==> src/rtl/fifo_wr_arbiter.sv <==
// rtl/fifo_wr_arbiter.sv - round-robin packet arbiter sharing one syncfifo write port
// A grant is held until the owner's last beat is written; a watchdog reclaims silent grants.
module fifo_wr_arbiter #(
  parameter int NUM_REQ      = 4,
  parameter int DATA_WIDTH   = 8,
  parameter int IDLE_TIMEOUT = 16
) (
  input  logic                          clk,
  input  logic                          rst,
  input  logic [NUM_REQ-1:0]            req_valid,
  input  logic [NUM_REQ*DATA_WIDTH-1:0] req_data,
  input  logic [NUM_REQ-1:0]            req_last,
  output logic [NUM_REQ-1:0]            req_ready,
  output logic [DATA_WIDTH-1:0]         fifo_din,
  output logic                          fifo_wr_en,
  input  logic                          fifo_full,
  output logic                          grant_vld,
  output logic [$clog2(NUM_REQ)-1:0]    grant_id,
  output logic                          timeout_pulse
);

  localparam int ID_W  = $clog2(NUM_REQ);
  localparam int CNT_W = (IDLE_TIMEOUT > 0) ? $clog2(IDLE_TIMEOUT + 1) : 1;

  typedef enum logic {IDLE, OWN} state_t;

  state_t           state_q;
  logic             grant_vld_q;
  logic [ID_W-1:0]  grant_id_q;
  logic [ID_W-1:0]  rr_ptr_q;
  logic [CNT_W-1:0] idle_cnt_q;

  logic [ID_W-1:0]       pick;
  logic                  found;
  logic                  any_req;
  logic [ID_W-1:0]       rr_ptr_d;
  logic                  owner_valid;
  logic                  owner_last;
  logic                  xfer;
  logic                  timeout;
  logic [DATA_WIDTH-1:0] data_arr [NUM_REQ];

  for (genvar i = 0; i < NUM_REQ; i++) begin : g_unpack
    assign data_arr[i] = req_data[i*DATA_WIDTH +: DATA_WIDTH];
  end

  // Two passes: indices at or above rr_ptr first, then the wrapped-around ones.
  always_comb begin
    pick  = rr_ptr_q;
    found = 1'b0;
    for (int i = 0; i < NUM_REQ; i++) begin
      if (!found && req_valid[i] && (ID_W'(i) >= rr_ptr_q)) begin
        pick  = ID_W'(i);
        found = 1'b1;
      end
    end
    for (int i = 0; i < NUM_REQ; i++) begin
      if (!found && req_valid[i]) begin
        pick  = ID_W'(i);
        found = 1'b1;
      end
    end
  end

  assign any_req     = |req_valid;
  assign owner_valid = req_valid[grant_id_q];
  assign owner_last  = req_last[grant_id_q];
  assign rr_ptr_d    = (grant_id_q == ID_W'(NUM_REQ - 1)) ? '0 : grant_id_q + ID_W'(1);

  always_comb begin
    req_ready  = '0;
    fifo_wr_en = 1'b0;
    xfer       = 1'b0;
    timeout    = 1'b0;
    if (!rst && state_q == OWN) begin
      req_ready[grant_id_q] = ~fifo_full;
      xfer                  = owner_valid & ~fifo_full;
      fifo_wr_en            = xfer;
      if (IDLE_TIMEOUT > 0 && !owner_valid && idle_cnt_q == CNT_W'(IDLE_TIMEOUT - 1)) begin
        timeout = 1'b1;
      end
    end
  end

  assign fifo_din      = data_arr[grant_id_q];
  assign grant_vld     = grant_vld_q;
  assign grant_id      = grant_id_q;
  assign timeout_pulse = timeout;

  always_ff @(posedge clk) begin
    if (rst) begin
      state_q     <= IDLE;
      grant_vld_q <= 1'b0;
      grant_id_q  <= '0;
      rr_ptr_q    <= '0;
      idle_cnt_q  <= '0;
    end else begin
      case (state_q)
        IDLE: begin
          idle_cnt_q <= '0;
          if (any_req) begin
            state_q     <= OWN;
            grant_vld_q <= 1'b1;
            grant_id_q  <= pick;
          end
        end
        OWN: begin
          if ((xfer && owner_last) || timeout) begin
            state_q     <= IDLE;
            grant_vld_q <= 1'b0;
            rr_ptr_q    <= rr_ptr_d;
            idle_cnt_q  <= '0;
          end else if (owner_valid) begin
            idle_cnt_q <= '0;
          end else if (IDLE_TIMEOUT > 0) begin
            // Only silence counts; a full-FIFO stall keeps valid high and clears the count.
            idle_cnt_q <= idle_cnt_q + CNT_W'(1);
          end
        end
        default: state_q <= IDLE;
      endcase
    end
  end

endmodule
==> config.mk <==
export PLATFORM = sky130hd
export DESIGN_NAME = fifo_wr_arbiter
export DESIGN_NICKNAME = d
export VERILOG_FILES = /design/src/rtl/fifo_wr_arbiter.sv
export SDC_FILE = /design/constraint.sdc
export NUM_CORES = 1
export LEC_CHECK = 0
export BUFFER_PORTS_ARGS = -buffer_cell sky130_fd_sc_hd__buf_4
export CAP_MARGIN = 20
export CORE_MARGIN = 5
export CORE_UTILIZATION = 40
export DETAILED_ROUTE_END_ITERATION = 10
export PLACE_DENSITY = 0.85
export SLEW_MARGIN = 20
export SYNTH_ARGS = -nofsm -noshare
export SYNTH_HDL_FRONTEND = slang
export SYNTH_SLANG_ARGS = --single-unit
==> constraint.sdc <==
create_clock -name clk -period 2.35 [get_ports clk]
set_clock_uncertainty 0.2 [all_clocks]
set_input_delay 0.3525 -clock clk [delete_from_list [all_inputs] [get_ports clk]]
set_output_delay 0.3525 -clock clk [all_outputs]
set_load 0.03 [all_outputs]
* After elaboration in Yosys (flattened, before gate mapping)
Cells that the tools add are included.
Storage, ports and cells: register bits 11, bits in latches 0, bits in writable memories 0, bits in read-only memories 0, input bits 43, memories 0
Operators by class: $add $sub $neg 2, multiply operators 0, div/mod/pow operators 0, magnitude comparators 7, eq/ne operators 4, shift operators 0, mux-type cells 38, bitwise gates (word level) 5, reductions and logical operators 29
Operators by type and width (count):
- 2-to-1 mux 2 bit | 9
- 2-to-1 mux 1 bit | 17
- binary-select mux 8 bit (select 2 bit) | 1
- 2-to-1 mux 8 bit | 2
- logical AND 1 bit | 15
- 2-to-1 mux 5 bit | 2
- one-hot mux 5 bit (2 select lines) | 1
- zero test 1 bit | 9
- AND reduction 2 bit | 3
- adder 5 x 1 -> 5 bit (second input constant) | 1
- == test 5 x 4 -> 1 bit (second input constant) | 1
- bitwise AND 4 bit | 1
- binary-select mux 1 bit (select 2 bit) | 2
- greater-or-equal comparator 1 x 2 -> 1 bit (first input constant) | 2
- greater-or-equal comparator 2 bit (first input constant) | 2
- 2-to-1 mux 4 bit | 1
- one-hot mux 1 bit (2 select lines) | 2
- OR reduction 4 bit | 1
- greater-or-equal comparator 3 bit (second input constant) | 1
- < comparator 2 x 3 -> 1 bit (second input constant) | 1
- NOT 2 -> 3 bit | 1
- adder 2 x 1 -> 2 bit (second input constant) | 1
- demux 1 bit (select 2 bit) | 1
- == test 2 bit (second input constant) | 1
- other kinds (6) | 7

* Depth between registers and ports, before layout
Gate-level depths: netlist of run 1.
depth after elaboration 27, gate-level depth with buffers 6, gate-level depth less buffers 6

* Worst setup path after synthesis of run 1
No wires, ideal clock.
path kind register to register, from reg grant_id_q[0] (netlist: grant_id[0]), to reg rr_ptr_q[0], arrival 1.859 ns, data required time 2.023 ns, path slack 0.164 ns, stages on the path, launching flop included 5, buffers on the path 0, clock period less this slack 2.186 ns, cells stage by stage dfxtp_1 -> mux4_2 -> and4bb_4 -> or2_4 -> o31ai_2
On the way: cells in the longest elaborated chain, start to end 8
RTL lines:
- start, declared | line 29 | logic [ID_W-1:0] grant_id_q;
- start signal, assigned | line 104 | grant_id_q <= pick;
- binary-select mux 1 bit (select 2 bit) | line 66 | assign owner_valid = req_valid[grant_id_q];
- 2-to-1 mux 1 bit (not written as such) | line 66
- zero test 1 bit | line 79 | if (IDLE_TIMEOUT > 0 && !owner_valid && idle_cnt_q == CNT_W'(IDLE_TIMEOUT - 1)) begin
- logical AND 1 bit | line 79
- 2-to-1 mux 1 bit | line 79
- 2-to-1 mux 1 bit | line 75 | if (!rst && state_q == OWN) begin
- net timeout_pulse | line 19 | output logic timeout_pulse
- logical OR 1 bit | line 108 | if ((xfer && owner_last) || timeout) begin
- AND reduction 2 bit (no line)
- end signal, assigned | line 111 | rr_ptr_q <= rr_ptr_d;
- end, declared | line 30 | logic [ID_W-1:0] rr_ptr_q;
The timed path passes the listed nets, and every way through them passes these cells. The select of a mux whose other input is x is not followed. A chain may end at the register's enable or synchronous reset.

* Worst setup path after layout of run 1
from reg grant_id_q[0] (netlist: grant_id[0]), to out timeout_pulse
On the way: cells in the longest elaborated chain, start to end 6
RTL lines (line):
- binary-select mux 1 bit (select 2 bit) | 66
- 2-to-1 mux 1 bit (not written as such) | 66
- zero test 1 bit | 79
- logical AND 1 bit | 79
- 2-to-1 mux 1 bit | 79
- 2-to-1 mux 1 bit | 75
- end, declared | 19
No other way between the ends. The select of a mux whose other input is x is not followed.

==> summary.md, run 1 <==
| Metric | Value |
|---|---|
| Share of synthesized area spent on multiplexers | `26.72%` |
| Simple-gate share of the synthesized area | `20.73%` |
| Register bit count reported by yosys | `11` |
| Cell count after synthesis | `82` |
| Hold path startpoint | `rst` |
| RSZ-0062 raised after global routing | `false` |
| Number of gates given a new drive strength after cts | `0` |
| Die height | `56.29 um` |
| Highest Clock Rate | `0.4384 GHz` |
| Logic pwr share | `41.5%` |
| Number of maximum-capacitance constraint violations | `0` |
| Area after detailed placement | `0.001344 sq mm` |
| Result of the run | `finished, final reports clean` |
| Antenna violations before repair | `0` |
| XOR/XNOR Fraction of Synth Area | `2.044%` |
| Required time of the worst setup path | `1.80 ns` |
| Synth Area in Compound Gates | `11.09%` |
| # Post-CTS Setup Buffers | `0` |
| Latest clock arrival within the worst-skew pair | `0.26 ns` |
| Post-detailed-route DRC marker count | `0` |
| Number of antenna-violating nets in the routed design | `0` |
| Area share of the largest cell type after synthesis | `25.69%` |
| Switching portion of total power | `31.47%` |
| Static leakage | `0.0006292 uW` |
| Average cell area after synthesis | `10.45 sq um` |
| Ys async rst share | `0%` |
| Adder and majority cell fraction of the synthesized area | `8.759%` |
| Launching instance or port of the critical path | `grant_id[0]` |
| Number of synthesized flops with an enable pin | `0` |
| Reg-to-Reg Start | `grant_id[0]` |
| Design internal power | `383.2 uW` |
| Final setup TNS | `0 ns` |
| Slew HR | `67.32%` |
| Total iterations of the first detailed-routing run | `4` |
| Count of standard-cell rows | `16` |
| Ranking of synthesized cells by area | `dfxtp_1, mux4_2, ha_1, nor2_1, and2_1` |
| Maximum root-to-sink buffer count | `2` |
| Final Hold Fails | `0` |
| Number of global-route vias before repair | `1022` |
| Type of origin of the critical path | `flip-flop` |
| Max FO, Critical Path | `4` |
| Max Transition Viols Final | `0` |
| Hold-fix buffers at CTS | `0` |
| Clock buffer count from CTS | `3` |
| Count of input and output buffers | `59` |
| Relative area change from synthesis to final layout | `59.85%` |
| Floorplan Core Area | `0.002002 sq mm` |
| Number of DRC markers after the initial detailed-route iteration | `25` |
| Half-perimeter wire length after placement | `2.317 mm` |
| Die area | `0.003169 sq mm` |
| Cell area after synthesis | `857.1 sq um` |
| Clock root buffer | `clkbuf_4` |
| Total wire length | `2.672 mm` |
| Reg clk slew, reported paths | `0.07 ns` |
| Global-route usage over all layers | `17.41%` |
| Most numerous cell in the Yosys netlist | `nor2_1` |
| Crit path kind | `reg2out` |
| Summed area of non-filler cells in the final layout | `0.001370 sq mm` |
| Least-Margin Pin Slew | `0.4858 ns` |
| Count of yosys warnings during synthesis | `0` |
| Peak supply drop | `0.3925 mV` |
| Worst hold-check path type | `in2reg` |
| Share of final-layout standard cells stronger than drive strength 1 | `55.86%` |
| Pin count of the biggest net entering global routing | `11` |
| Unique masters post-synth | `29` |
| Count of nets after finishing | `195` |
| Effective utilization at floorplan | `42.81%` |
| First-pass GRT wire length | `4.491 mm` |
| Post-synth net total | `131` |
| Clock sink count | `11` |
| Clock network power share | `22.1%` |
| Net switching component of the power | `176.0 uW` |
| Largest family of logic cells by synthesized area | `multiplexers` |
| Synth area leader | `dfxtp_1` |
| Arrival time at the worst endpoint | `1.73 ns` |
| H-tree depth | `1` |
| Number of diodes | `0` |
| Count of final setup violators | `0` |
| Cell Pwr Density | `408.2 mW/mm^2` |
| Routed vias/inst | `5.233` |
| Floorplan die width | `56.29 um` |
| Most instantiated cells after synthesis | `nor2_1, dfxtp_1, mux4_2` |
| Final GP Congestion | `0.8442` |
| Via count | `900` |
| # IOs | `60` |
| Final min period | `2.281 ns` |
| Crit share post-route | `97.08%` |
| Most used DFF post-synth | `dfxtp_1` |
| TritonCTS clock tree | `done` |
| Routed length per instance | `15.53 um` |
| Sort of element at the end of the critical path | `output pin` |
| Power share of the sequential group | `36.3%` |
| Sequential share of the synthesized area | `25.69%` |
| Overflow left after global routing | `0` |
[worst max-delay path, stage by stage, from the launching register on]
cell and delay, ns:
dfxtp_1 0.35, mux4_2 0.56, and4bb_4 0.39, buf_4 0.17
[kinds of logic (layout without fill, tap and decap cells)]
kind of cell / count (synthesis) / in the layout
buffers and inverters: 11 / 74
XOR/XNOR: 2 / 2
flip-flops: 11 / 11
multiplexers: 10 / 10
adder cells (fa/ha/maj): 6 / 6
AND/OR/NAND/NOR: 29 / 29
AO/OA/AOI/OAI: 13 / 13
[layout make-up]
type	count	area (sq um)
multi-input combinational	60	594.3
sequential	11	220.2
inverter	8	30.03
timing repair buffer	62	465.4
tap	27	33.78
fill	164	631.9
clock buffer	4	26.28
[path summary, 6_finish.rpt]
| check | to | slack (ns) | cells after the start |
|---|---|---|---|
| worst max register to register | rr_ptr_q[1] | 0.30 | 5 |
| worst min register to register | idle_cnt_q[0] | 0.25 | 1 |
| worst max-delay path | timeout_pulse | 0.07 | 3 |
| worst min-delay path | state_q | 0.15 | 2 |
[power by group through the flow]
stage	combinational [uW]	sequential [uW]	clock, uW
after floorplan	116	215	0
after global placement	228	207	0
after detailed placement	234	208	0
after CTS	234	203	125
after global routing	250	205	138
final	232	203	124
[flip-flops by register name (all words and copies together) (netlist names)]
| signal | flops |
|---|---|
| grant_id | 2 |
| grant_vld | 1 |
| idle_cnt_q | 5 |
| rr_ptr_q | 2 |
| state_q | 1 |
[routing by layer]
metal	share of wire [%]	wire, um	GRT usage, %
met1	40	1078	19.15
met2	51	1362	33.22
met3	8.1	216	3.899
met4	0.52	14	4.407
met5	0	0	0
[metrics by stage]
step | cells | hold WS, ns | setup WS (ns) | total power (uW) | utilization, %
2_1_floorplan | 82 | 0.2175 | 0.1639 | 330.3 | -
3_3_place_gp | 168 | 0.2268 | 0.2809 | 434.6 | 67.13
3_5_place_dp | 168 | 0.2456 | 0.2450 | 441.6 | 67.13
4_1_cts | 172 | 0.1437 | 0.06611 | 563.0 | 68.44
5_1_grt | 172 | 0.1434 | 0.005947 | 592.3 | 68.44
6_report | 172 | 0.1546 | 0.06873 | 559.2 | 68.44
[cell usage in the layout (no fill, tap or decap)]
master	synthesis	routed
a31oi_1	1	1
o31ai_2	2	2
o221ai_1	2	2
xor2_1	1	1
nor3_1	1	1
and2_1	5	5
nor3b_1	1	1
inv_1	8	8
or2_4	1	1
or4b_4	1	1
mux4_1	1	1
nor4_1	1	1
clkbuf_4	0	3
clkbuf_1	1	1
ha_1	6	6
nor2b_1	1	1
a211o_1	1	1
nor2_1	12	12
and3_1	2	2
and4bb_4	1	1
buf_4	0	62
a21oi_1	1	1
xnor2_1	1	1
nor3_2	2	2
o21ai_0	5	5
dfxtp_1	11	11
nand3_1	1	1
o21bai_1	1	1
mux4_2	9	9
No activity file was read; power rests on OpenSTA's default activity.
==> inputs of run 2 (changes only) <==
- CORE_UTILIZATION: 40 -> 25
- PLACE_DENSITY: 0.85 -> 0.6
==> run 2 against run 1 <==
Clock-buffer cell count stayed put. Critical path type unchanged. Wire length is 10% lower. Non-clock buffer count stayed put. Largest power group unchanged. Highest routed layer is now met3. First-iteration DRC count is 4.0% lower. Sequential power hardly changed. Power is 0.38% lower. Setup slack better by 0.020 ns. Largest cell class unchanged. Maximum frequency is 0.88% higher. Register-to-register slack better by 0.08 ns. Flip-flop and latch count stayed put.
==> summary.md, run 2 (same netlist as run 1, synthesis figures left out) <==
| Metric | Value |
|---|---|
| Result of the run | `finished, final reports clean` |
| Slew HR | `69.88% (+2.6 points)` |
| Count of nets after finishing | `195 (unchanged)` |
| Buf+Inv Stages, Crit Path | `1 (unchanged)` |
| Crit path kind | `reg2out` |
| Slack of the worst reg-to-reg path | `0.38 ns (+0.08 ns)` |
| Latest clock arrival within the worst-skew pair | `0.26 ns (about the same)` |
| Static leakage | `0.0006296 uW (about the same)` |
| Cell Pwr Density | `399.3 mW/mm^2 (-2.2%)` |
| Number of DRC markers after the initial detailed-route iteration | `24 (-4.0%)` |
| Largest delay contributor family on the critical path | `multiplexers` |
| Commonest non-fill, non-tap cell in the layout | `buf_4` |
| Crit share post-route | `96.23% (-0.85 points)` |
| Worst hold-check path type | `in2reg` |
| Floorplan Core Area | `0.003337 sq mm (+67%)` |
| Hold-fix buffers at CTS | `0 (unchanged)` |
| Global-route usage over all layers | `10.01% (-7.4 points)` |
| Die area | `0.004699 sq mm (+48%)` |
| Share of final-layout standard cells stronger than drive strength 1 | `56.55% (+0.69 points)` |
| Crit path max-delay cell type | `mux4_2` |
| Max FO, Critical Path | `4 (unchanged)` |
| Final GP Congestion | `0.7398 (-12%)` |
| Most Used Layer, Global Route | `met2` |
| Pin count of the biggest net entering global routing | `15 (+4)` |
| Via count | `887 (-1.4%)` |
| Cell depth of the worst flop-to-flop path | `5 (unchanged)` |
| Global Route met3 Usage | `5.997% (+2.1 points)` |
| Final setup TNS | `0 ns (unchanged)` |
| Die height | `68.55 um (+22%)` |
| # IOs | `60 (unchanged)` |
| Largest incremental delay on the critical path | `0.55 ns (about the same)` |
| Hold path startpoint | `rst` |
| Critical Path Sink | `timeout_pulse` |
| Required time of the worst setup path | `1.80 ns (about the same)` |
| Effective utilization at floorplan | `25.68% (-17 points)` |
| Antenna violations before repair | `0 (unchanged)` |
| Final Hold Fails | `0 (unchanged)` |
| Met2 Track Usage GR | `18.59% (-15 points)` |
| Final min period | `2.261 ns (-0.01989 ns)` |
| Endpoint of the most critical register-to-register path | `rr_ptr_q[1]` |
| Fin util | `41.81% (-27 points)` |
| Arrival time at the worst endpoint | `1.71 ns (-0.02 ns)` |
| # Post-CTS Setup Buffers | `0 (unchanged)` |
| Count of final setup violators | `0 (unchanged)` |
| Number of global-route vias before repair | `809 (-21%)` |
| Flip-flop count of the largest register, all copies and words added | `5 (unchanged)` |
| Routed vias/inst | `4.644 (-11%)` |
| Clock root buffer | `clkbuf_4` |
| Half-perimeter wire length after placement | `2.055 mm (-11%)` |
| Type of origin of the critical path | `flip-flop` |
| Post-detailed-route DRC marker count | `0 (unchanged)` |
| Number of diodes | `0 (unchanged)` |
| H-tree depth | `1 (unchanged)` |
| Logic depth of the worst setup path including buffers | `3 (unchanged)` |
| Floorplan die width | `68.55 um (+22%)` |
| Number of maximum-capacitance constraint violations | `0 (unchanged)` |
| Number of antenna-violating nets in the routed design | `0 (unchanged)` |
| Launching instance or port of the critical path | `grant_id[0]` |
| Count of standard-cell rows | `21 (+5)` |
| Clock sink count | `11 (unchanged)` |
| Maximum root-to-sink buffer count | `2 (unchanged)` |
| Sort of element at the end of the critical path | `output pin` |
| Overflow left after global routing | `0 (unchanged)` |
| First-pass GRT wire length | `3.498 mm (-22%)` |
| Top library cells by usage in the layout, fill and taps aside | `buf_4, nor2_1, dfxtp_1` |
| RSZ-0062 raised after global routing | `false` |
| Reg clk slew, reported paths | `0.06 ns (about the same)` |
| TritonCTS clock tree | `done` |
| Register with the most flip-flops | `idle_cnt_q` |
| Met1 Track Usage GR | `9.235% (-9.9 points)` |
| Peak supply drop | `0.3382 mV (-14%)` |
| Least-Margin Pin Slew | `0.4476 ns (-0.03815 ns)` |
| Highest Clock Rate | `0.4422 GHz (+0.88%)` |
| Reg-to-Reg Start | `grant_id[0]` |
| Critical-path cell list | `mux4_2 -> and4bb_4 -> buf_4` |
| Total iterations of the first detailed-routing run | `4 (unchanged)` |
| Total wire length | `2.406 mm (-10%)` |
| Relative area change from synthesis to final layout | `62.77%` |
| Count of input and output buffers | `59 (unchanged)` |
| Routed length per instance | `12.60 um (-19%)` |
| Clock buffer count from CTS | `3 (unchanged)` |
| Max Transition Viols Final | `0 (unchanged)` |
==> run 2: changes by cell type in the layout (fill, tap and decap cells not counted) <==
cell	before	now
dfxtp_1	11	10
dfxtp_2	0	1
==> run 2: what timing repair did <==
action,4_1_cts,5_1_grt
resized for setup,0,1
setup endpoints to repair,0,1
endpoints found under the hold margin,0,0
==> run 2: through the flow <==
step / hold WS (ns) / setup WS (ns) / power [uW] / instances / area [sq um]
2_1_floorplan: 0.2175 / 0.1639 / 330.3 / 82 / 857.1
3_3_place_gp: 0.2280 / 0.2648 / 436.7 / 187 / 1368
3_5_place_dp: 0.2402 / 0.2423 / 440.0 / 187 / 1368
4_1_cts: 0.1246 / 0.005421 / 570.2 / 191 / 1394
5_1_grt: 0.1192 / 0.002829 / 600.1 / 191 / 1395
6_report: 0.1350 / 0.08862 / 557.1 / 191 / 1395
==> run 2: where the power goes <==
part	switching, uW	internal [uW]	total, uW
Sequential	7.25	195	202
Clock	59.2	65.7	125
Combinational	107	123	230
Total	174	383	557
==> run 2: worst min-delay path by stage <==
stage / end / depth (start not counted)
global route: grant_id[0] / 2
CTS: grant_vld / 2
floorplan: idle_cnt_q[0] / 1
global placement: idle_cnt_q[0] / 1
detailed placement: idle_cnt_q[0] / 1
finish: grant_id[0] / 2
==> run 2: per-layer routing <==
metal,part of all wire (%),vias to the layer above,routed length (um)
li1,-,431,-
met1,34,406,824
met2,47,50,1124
met3,19,0,457
met4,0,0,0
met5,0,-,0
==> run 2: area by class of cell <==
cell class	count	area, sq um
multi-input combinational	60	594.3
tap	46	57.56
timing repair buffer	62	465.4
fill	317	1942
inverter	8	30.03
sequential	11	221.5
clock buffer	4	26.28
==> inputs of run 3 (changes only) <==
- CELL_PAD_IN_SITES_DETAIL_PLACEMENT: default -> 1
- CELL_PAD_IN_SITES_GLOBAL_PLACEMENT: default -> 1
- CORE_MARGIN: 5 -> 3
- PLACE_DENSITY: 0.6 -> 0.78
==> run 3 against run 2 <==
Setup slack got worse by 0.0077 ns. Non-clock buffer count is the same. Final area down 0.18%. Clock power about the same. Largest power group unchanged. Die area shrank 11%. Clock-buffer cell count stayed put. Core utilization increased by 2.4 points. Via count is 2.6% higher. Critical path type unchanged. Largest cell class unchanged. Critical endpoint unchanged.
==> summary.md, run 3 (same netlist as run 1, synthesis figures left out) <==
| Metric | Value |
|---|---|
| Result of the run | `finished, final reports clean` |
| Floorplan die width | `64.55 um (-5.8%)` |
| Type of origin of the critical path | `flip-flop` |
| TritonCTS clock tree | `done` |
| Sort of element at the end of the critical path | `output pin` |
| Pin count of the biggest net entering global routing | `15 (unchanged)` |
| Share of final-layout standard cells stronger than drive strength 1 | `56.55% (unchanged)` |
| Post-route insts no fill | `189 (-1.0%)` |
| Flip-flop count of the largest register, all copies and words added | `5 (unchanged)` |
| Number of maximum-capacitance constraint violations | `0 (unchanged)` |
| Overall Power | `562.7 uW (+1.0%)` |
| Count of final setup violators | `0 (unchanged)` |
| Count of input and output buffers | `59 (unchanged)` |
| Antenna violations before repair | `0 (unchanged)` |
| H-tree depth | `1 (unchanged)` |
| Highest Clock Rate | `0.4407 GHz (-0.34%)` |
| Slack of the worst reg-to-reg path | `0.45 ns (+0.07 ns)` |
| Routed vias/inst | `4.815 (+3.7%)` |
| Total iterations of the first detailed-routing run | `4 (unchanged)` |
| Static leakage | `0.0006296 uW (unchanged)` |
| Number of diodes | `0 (unchanged)` |
| Launching instance or port of the critical path | `grant_id[0]` |
| Number of DRC markers after the initial detailed-route iteration | `22 (-8.3%)` |
| Reg clk slew, reported paths | `0.07 ns (about the same)` |
| Cell depth of the worst flop-to-flop path | `5 (unchanged)` |
| Via count | `910 (+2.6%)` |
| Commonest non-fill, non-tap cell in the layout | `buf_4` |
| # Post-CTS Setup Buffers | `0 (unchanged)` |
| Cell Pwr Density | `404.1 mW/mm^2 (+1.2%)` |
| Routed length per instance | `15.50 um (+23%)` |
| Arrival time at the worst endpoint | `1.72 ns (about the same)` |
| Die height | `64.55 um (-5.8%)` |
| Peak supply drop | `0.2390 mV (-29%)` |
| Slew HR | `65.71% (-4.2 points)` |
| Global-route usage over all layers | `14.82% (+4.8 points)` |
| Max FO, Critical Path | `4 (unchanged)` |
| Reg-to-Reg Start | `idle_cnt_q[0]` |
| Register with the most flip-flops | `idle_cnt_q` |
| Fin util | `44.17% (+2.4 points)` |
| Cell count of the worst hold path | `2 (unchanged)` |
| Worst hold-check path type | `in2reg` |
| Count of nets after finishing | `195 (unchanged)` |
| Post-detailed-route DRC marker count | `0 (unchanged)` |
| Inst Count DP | `185 (-1.1%)` |
| Relative area change from synthesis to final layout | `62.48%` |
| First-pass GRT wire length | `4.899 mm (+40%)` |
| RSZ-0062 raised after global routing | `false` |
| Effective utilization at floorplan | `27.18% (+1.5 points)` |
| Endpoint of the most critical register-to-register path | `idle_cnt_q[2]` |
| Latest clock arrival within the worst-skew pair | `0.26 ns (about the same)` |
| Overflow left after global routing | `0 (unchanged)` |
| Crit share post-route | `96.56% (+0.33 points)` |
| Final GP Congestion | `0.7863 (+6.3%)` |
| Crit path kind | `reg2out` |
| Max Transition Viols Final | `0 (unchanged)` |
| Maximum root-to-sink buffer count | `2 (unchanged)` |
| Required time of the worst setup path | `1.80 ns (about the same)` |
| Total wire length | `2.929 mm (+22%)` |
| Count of standard-cell rows | `20 (-4.8%)` |
| # IOs | `60 (unchanged)` |
| Critical Path Sink | `timeout_pulse` |
| Top library cells by usage in the layout, fill and taps aside | `buf_4, nor2_1, dfxtp_1` |
| Least-Margin Pin Slew | `0.5097 ns (+0.06207 ns)` |
| Worst Setup Slack post-DPL | `0.2632 ns (+0.02085 ns)` |
| Clock root buffer | `clkbuf_4` |
| Die area | `0.004167 sq mm (-11%)` |
| Clock buffer count from CTS | `3 (unchanged)` |
| Number of global-route vias before repair | `1021 (+26%)` |
| Clock sink count | `11 (unchanged)` |
| Floorplan Core Area | `0.003153 sq mm (-5.5%)` |
| Number of antenna-violating nets in the routed design | `0 (unchanged)` |
| Half-perimeter wire length after placement | `2.551 mm (+24%)` |
| Final min period | `2.269 ns (+0.007689 ns)` |
| Final Hold Fails | `0 (unchanged)` |
| Final setup TNS | `0 ns (unchanged)` |
| Post-route worst setup slack | `0.08093 ns (-0.007689 ns)` |
[run 3: cell counts in the layout (fill, tap and decap cells not counted)]
Identical to the previous run, type by type.
[run 3: worst min-delay path by stage]
stage                   from             to  slack [ns]
3_5_place_dp   idle_cnt_q[0]  idle_cnt_q[0]        0.25
6_report                 rst    grant_id[0]        0.14
2_1_floorplan  idle_cnt_q[0]  idle_cnt_q[0]        0.22
5_1_grt                  rst    grant_id[0]        0.14
3_3_place_gp   idle_cnt_q[0]  idle_cnt_q[0]        0.23
4_1_cts                  rst    grant_id[0]        0.14
[run 3: layout make-up]
cell class                      count  area [sq um]
Clock buffer                        4         26.28
Timing Repair Buffer               62         465.4
Tap cell                           44         55.05
Sequential cell                    11         221.5
Inverter                            8         30.03
Multi-Input combinational cell     60         594.3
Fill cell                         396          1760
[run 3: power breakdown]
part | switching, uW | internal (uW) | total (uW)
Combinational | 112 | 123 | 235
Clock | 59.7 | 65.5 | 125
Sequential | 7.96 | 195 | 203
[run 3: metrics by stage]
step | instance area, sq um | hold slack (ns)
after floorplan | 857.1 | 0.2175
after global placement | 1365 | 0.2274
after detailed placement | 1365 | 0.2518
after CTS | 1391 | 0.1385
after global routing | 1393 | 0.1432
final | 1393 | 0.1379
[run 3: per-layer routing]
layer	GRT usage [%]	vias up	part of all wire [%]
li1	-	434	-
met2	28.35	50	51
met4	1.583	0	0
met1	16.13	426	38
met5	0	-	0
met3	5.026	0	11
[run 3: worst max-delay path, stage by stage (launching register included)]
cell and delay, ns:
dfxtp_2 0.37, mux4_2 0.55, and4bb_4 0.37, buf_4 0.16
[run 3: timing repair]
action,CTS,global route
hold buffers,0,0
endpoints found under the setup margin,0,1
gates resized for setup,0,1
